===== src/rtl/rho_pi_slice_stage.sv =====
// Rho/pi permutation stage: buffers one 64-slice state, then streams the
// rho-rotated, pi-repositioned state out slice by slice.
module rho_pi_slice_stage (
    input  logic        clk,
    input  logic        rst,
    input  logic        in_valid,
    output logic        in_ready,
    input  logic [24:0] in_slice,
    output logic        out_valid,
    input  logic        out_ready,
    output logic [24:0] out_slice,
    output logic [5:0]  out_z,
    output logic        out_last
);

    localparam int unsigned N      = 25;
    localparam int unsigned SLICES = 64;
    localparam int unsigned ZW     = 6;

    // Rho offsets indexed by lane 5*y + x.
    localparam logic [ZW-1:0] RHO [N] = '{
        6'd0,  6'd1,  6'd62, 6'd28, 6'd27,
        6'd36, 6'd44, 6'd6,  6'd55, 6'd20,
        6'd3,  6'd10, 6'd43, 6'd25, 6'd39,
        6'd41, 6'd45, 6'd15, 6'd21, 6'd8,
        6'd18, 6'd2,  6'd61, 6'd56, 6'd14
    };

    // (x' + 3y') mod 5 for x' + 3y' in 0..16.
    localparam int unsigned MOD5 [17] = '{
        0, 1, 2, 3, 4, 0, 1, 2, 3, 4, 0, 1, 2, 3, 4, 0, 1
    };

    typedef enum logic {
        LOAD  = 1'b0,
        DRAIN = 1'b1
    } state_t;

    state_t          state_q, state_d;
    logic [ZW-1:0]   wr_cnt_q, wr_cnt_d;
    logic [ZW-1:0]   rd_cnt_q, rd_cnt_d;
    logic            wr_en;
    logic [N-1:0]    slice_buf [SLICES];
    logic [N-1:0]    perm;

    // State and counter registers.
    always_ff @(posedge clk or posedge rst) begin
        if (rst) begin
            state_q  <= LOAD;
            wr_cnt_q <= '0;
            rd_cnt_q <= '0;
        end else begin
            state_q  <= state_d;
            wr_cnt_q <= wr_cnt_d;
            rd_cnt_q <= rd_cnt_d;
        end
    end

    // Slice buffer; only written while loading.
    always_ff @(posedge clk or posedge rst) begin
        if (rst) begin
            for (int i = 0; i < int'(SLICES); i++) begin
                slice_buf[i] <= '0;
            end
        end else if (wr_en) begin
            slice_buf[wr_cnt_q] <= in_slice;
        end
    end

    // Next-state logic: load all slices, then drain all slices.
    always_comb begin
        state_d  = state_q;
        wr_cnt_d = wr_cnt_q;
        rd_cnt_d = rd_cnt_q;
        wr_en    = 1'b0;
        case (state_q)
            LOAD: begin
                if (in_valid) begin
                    wr_en = 1'b1;
                    if (wr_cnt_q == ZW'(SLICES - 1)) begin
                        wr_cnt_d = '0;
                        state_d  = DRAIN;
                    end else begin
                        wr_cnt_d = wr_cnt_q + ZW'(1);
                    end
                end
            end
            DRAIN: begin
                if (out_ready) begin
                    if (rd_cnt_q == ZW'(SLICES - 1)) begin
                        rd_cnt_d = '0;
                        state_d  = LOAD;
                    end else begin
                        rd_cnt_d = rd_cnt_q + ZW'(1);
                    end
                end
            end
            default: state_d = LOAD;
        endcase
    end

    // Output lane (x',y') takes source lane (x'+3y' mod 5, x') from slice z - r.
    for (genvar yo = 0; yo < 5; yo++) begin : g_row
        for (genvar xo = 0; xo < 5; xo++) begin : g_lane
            localparam int unsigned SRC = 5 * xo + MOD5[xo + 3 * yo];
            logic [ZW-1:0] src_z;
            assign src_z              = rd_cnt_q - RHO[SRC];
            assign perm[5 * yo + xo]  = slice_buf[src_z][SRC];
        end
    end

    // Handshake and data outputs depend on registers only.
    assign in_ready  = (state_q == LOAD);
    assign out_valid = (state_q == DRAIN);
    assign out_z     = rd_cnt_q;
    assign out_last  = (state_q == DRAIN) && (rd_cnt_q == ZW'(SLICES - 1));
    assign out_slice = (state_q == DRAIN) ? perm : '0;

endmodule


===== config.mk =====
export PLATFORM = sky130hd
export DESIGN_NAME = rho_pi_slice_stage
export DESIGN_NICKNAME = d
export VERILOG_FILES = /design/src/rtl/rho_pi_slice_stage.sv
export SDC_FILE = /design/constraint.sdc
export NUM_CORES = 2
export LEC_CHECK = 0
export ABC_AREA = 1
export CAP_MARGIN = 20
export CELL_PAD_IN_SITES_DETAIL_PLACEMENT = 1
export CELL_PAD_IN_SITES_GLOBAL_PLACEMENT = 1
export CORE_ASPECT_RATIO = 1.25
export CORE_UTILIZATION = 45
export DETAILED_ROUTE_END_ITERATION = 8
export PLACE_DENSITY = 0.75
export SLEW_MARGIN = 5
export SYNTH_ARGS = -nofsm -noshare
export SYNTH_HDL_FRONTEND = slang
export SYNTH_SLANG_ARGS = --single-unit
export TNS_END_PERCENT = 100

===== constraint.sdc =====
create_clock -name clk -period 72.3 [get_ports clk]
set_input_delay 10.845 -clock clk [delete_from_list [all_inputs] [get_ports clk]]
set_output_delay 10.845 -clock clk [all_outputs]
set_load 0.005 [all_outputs]

==> impl_summary.log <==
[metrics] number of setup violations in the final report: 0
[metrics] post-synthesis share of cell area spent on and, or, nand and nor gates: 27.67%
[metrics] Worst EP required: 61.45 ns
[metrics] clock skew after layout: 0.02804 ns
[metrics] routed wire length: 282.2 mm
[metrics] remaining design rule violation count: 0
[metrics] GRT Overall Usage: 33.90%
[metrics] Crit. Startpoint: out_z[0]
[metrics] max-cap viol count: 0
[metrics] clock tree from TritonCTS: done
[metrics] clk root buf: sky130_fd_sc_hd__clkbuf_16
[metrics] global-route met3 utilization: 4.652%
[metrics] share of the cycle needed by the critical path after routing: 24.22%
[metrics] share of Yosys cell area claimed by the top area cell type: 54.19%
[metrics] core area: 164,100 um^2
[metrics] Setup Crit Path Kind: reg -> out
[metrics] final-report hold violation count: 0
[metrics] Worst Setup End Kind: output pin
[metrics] multiplexer area fraction after synthesis: 0%
[metrics] arrival time of data at the critical path endpoint: 6.66 ns
[metrics] Post-Synth XOR/XNOR Area: 0.5392%
[metrics] area share of fa/ha/maj cells after synthesis: 0.3360%
[metrics] Power, Total: 3629 uW
[metrics] clock latency reported for the late side of the worst-skew pair: 0.85 ns
[metrics] number of standard cells in the final layout excluding fillers: 11,430
[metrics] full die area: 167,200 um^2
[metrics] synthesized area: 74,490 um^2
[metrics] Bufs on Longest Clock Path: 3
[metrics] number of cells produced by synthesis: 9,515
[metrics] RSZ-0062 raised after global routing: no
[metrics] final critical path time including I/O delays and setup: 17.51 ns
[metrics] worst-path fanout max: 159
[metrics] post-synth net total: 9,564
[metrics] part of the Yosys area used for sequential elements: 54.19%
[metrics] Clock H-tree levels: 4
[metrics] dpl cells: 11,115
[metrics] most frequently used flop master after synthesis: sky130_fd_sc_hd__dfrtp_1
[metrics] final number of max-transition violations: 0
[metrics] Hold-fix buffers, CTS: 0
[metrics] number of enable flip-flop cells after synthesis: 0
[metrics] vertical extent of the die: 456.9 um
[metrics] count of antenna-violating nets left after detailed routing: 0
[metrics] final-stage net count: 9,156
[metrics] library cell occupying the most area in the post-synthesis netlist: sky130_fd_sc_hd__dfrtp_1
[metrics] met1 layer usage reported by global route: 42.61%
[metrics] Initial DRT Pass Iterations: 6
[metrics] clock transition time at the flip-flop clock pins of the worst setup and hold paths: 0.07 ns
[metrics] Max transition margin: 18.35%
[metrics] total power per unit cell area: 44.21 nW/um^2
[metrics] Top Ports: 63
[metrics] crit start category: flop
[metrics] routability congestion estimate: 0.8466
[metrics] global-route wire length before repair: 433.9 mm
[metrics] maximum number of pins on one net before global-route repair: 182
[metrics] IR drop worst, VDD: 0.00003248 V
[metrics] layout cells sized above 1: 6.006%
[metrics] total overflow reported by the global router: 0
[metrics] leakage power: 0.03813 uW
[metrics] met2 Use GR: 56.92%
[metrics] Synth Register Bits: 1,613
[metrics] number of DRC violations after detailed-routing iteration 0: 6,378
[metrics] number of gates given a new drive strength after cts: 0
[metrics] Worst-Margin Slew: 1.221 ns
[metrics] Starting Density: 45.39%
[metrics] cells taking the most area after synthesis: sky130_fd_sc_hd__dfrtp_1 54%, sky130_fd_sc_hd__nand2_1 19%, sky130_fd_sc_hd__o21ai_0 11%
[metrics] IO Port Bufs: 62
[metrics] clock buffers created by TritonCTS: 171
[metrics] share of the synthesized area in compound gates (AO/OA/AOI/OAI): 11.81%
[metrics] Post-CTS Repair Setup Buffers: 0
[metrics] final core area utilization: 50.02%
[metrics] type of the worst min-delay path: reg -> reg
[metrics] post-DP HPWL: 158.4 mm
[metrics] GRT busiest layer: met2
[metrics] # rows: 166
[metrics] die boundary width: 365.9 um
[metrics] Min Hold Slack: 0.4780 ns
[metrics] Yosys Warn Count: 0
[metrics] max frequency: 57.11 MHz
[metrics] number of distinct standard cells referenced by the synthesized netlist: 33
[metrics] vias in the first global route: 69,538
[metrics] signed area change from the synthesized netlist to the final layout: 10.19%
[metrics] number of antenna violations at the first check in global routing: 2
[metrics] final sum of negative setup slack: 0 ns
[metrics] launch instance of the worst min-delay path: slice_buf[133]
[metrics] largest family of logic cells by synthesized area: simple AND/OR/NAND/NOR gates
[metrics] status: finished, final reports clean
[metrics] startpoint of the worst register-to-register path: out_valid
[metrics] async set-or-reset flop fraction in the synthesized netlist: 100.0%
[metrics] vias per cell: 5.837
[metrics] average wire per cell in the routed design: 24.69 um
[metrics] clock sink count: 1,613
[metrics] via total after detailed routing: 66,712
[metrics] post-synthesis average cell area: 7.828 um^2
-- cells by family (layout without fill, tap and decap cells) --
family	count (synthesis)	after routing
buffers and inverters	1015	741
other	0	5
XOR/XNOR	45	45
adder cells (fa/ha/maj)	20	20
AO/OA/AOI/OAI	1751	1751
AND/OR/NAND/NOR	5071	5071
flip-flops	1613	1613
-- where the power goes --
part | total [uW] | leakage (uW) | switching, uW | internal [uW]
clock | 915 | 0.00282 | 385 | 530
sequential | 1390 | 0.0217 | 182 | 1210
combinational | 1320 | 0.0136 | 929 | 393
total | 3630 | 0.0381 | 1500 | 2130
-- through the flow --
step                      cell area [um^2]  worst slack [ns]
final                                82080             54.79
after global routing                 82070             54.63
after CTS                            82000             54.93
after detailed placement             76250             55.86
after global placement               76230             55.92
after floorplan                      74490             15.94
-- critical path, cell delays in order (launching register included) --
cell and delay, ns:
sky130_fd_sc_hd__dfrtp_4 0.96, sky130_fd_sc_hd__buf_12 0.64, sky130_fd_sc_hd__buf_4 0.80, sky130_fd_sc_hd__buf_4 0.68, sky130_fd_sc_hd__nand2_1 0.15, sky130_fd_sc_hd__nand3_1 0.13
sky130_fd_sc_hd__nand3_1 0.09, sky130_fd_sc_hd__nand2_1 0.14, sky130_fd_sc_hd__nand2_1 0.07, sky130_fd_sc_hd__nand3_1 0.14, sky130_fd_sc_hd__nand3b_1 0.24, sky130_fd_sc_hd__a21oi_1 0.89
sky130_fd_sc_hd__clkdlybuf4s50_1 0.67
-- cells in the final DEF (no fill, tap or decap), types with 25 or more instances in the layout --
| cell | n |
|---|---|
| sky130_fd_sc_hd__a21oi_1 | 44 |
| sky130_fd_sc_hd__buf_4 | 152 |
| sky130_fd_sc_hd__clkbuf_1 | 37 |
| sky130_fd_sc_hd__clkbuf_16 | 178 |
| sky130_fd_sc_hd__clkbuf_8 | 40 |
| sky130_fd_sc_hd__clkdlybuf4s50_1 | 62 |
| sky130_fd_sc_hd__dfrtp_1 | 1610 |
| sky130_fd_sc_hd__inv_1 | 172 |
| sky130_fd_sc_hd__inv_2 | 25 |
| sky130_fd_sc_hd__nand2_1 | 3630 |
| sky130_fd_sc_hd__nand2_2 | 57 |
| sky130_fd_sc_hd__nand3_1 | 1196 |
| sky130_fd_sc_hd__nor2_1 | 165 |
| sky130_fd_sc_hd__o21ai_0 | 1619 |
| sky130_fd_sc_hd__o21ai_1 | 71 |
| sky130_fd_sc_hd__xor2_1 | 35 |
-- sequential cells by signal (all words and copies together), names as in the netlist --
register	cells
out_valid	1
out_z	6
slice_buf	1600
wr_cnt_q	6
-- final cells by class --
type	count	area [um^2]
timing repair buffer	227	2021
sequential	1613	40380
antenna	5	12.51
tap	2184	2733
clock buffer	255	5144
clock inverter	52	606.8
multi-input combinational	6887	30380
inverter	207	807.0
fill	19881	82010
-- cells in the mapped netlist, types with 4 or more instances --
cell type                  instances
sky130_fd_sc_hd__buf_2           178
sky130_fd_sc_hd__dfrtp_1        1613
sky130_fd_sc_hd__nand3b_1          4
sky130_fd_sc_hd__nand2_1        3692
sky130_fd_sc_hd__a21oi_1          44
sky130_fd_sc_hd__o21ai_1          70
sky130_fd_sc_hd__o21ai_0        1621
sky130_fd_sc_hd__xor2_1           40
sky130_fd_sc_hd__buf_4             6
sky130_fd_sc_hd__o21bai_1          8
sky130_fd_sc_hd__inv_1           176
sky130_fd_sc_hd__clkbuf_1        587
sky130_fd_sc_hd__ha_1             20
sky130_fd_sc_hd__nor2_1          165
sky130_fd_sc_hd__buf_1            36
sky130_fd_sc_hd__inv_2             5
sky130_fd_sc_hd__xnor2_1           4
sky130_fd_sc_hd__clkinv_1         25
sky130_fd_sc_hd__nand3_1        1198
-- routing by layer --
metal	routed length, um	vias up
met2	135300	1924
li1	-	29963
met5	20	-
met1	116400	34246
met3	15060	577
met4	15410	2
-- final timing paths --
kind / to / slack (ns) / cells past startpoint
setup / recovery: out_slice[1] / 54.79 / 12
min in group asynchronous: slice_buf[201] / 10.58 / 2
hold reg to reg: slice_buf[133] / 0.48 / 2
hold / removal: slice_buf[133] / 0.48 / 2
max in group asynchronous: slice_buf[1419] / 56.97 / 7
setup reg to reg: slice_buf[647] / 68.26 / 10
(Power assumes the default switching activity.)
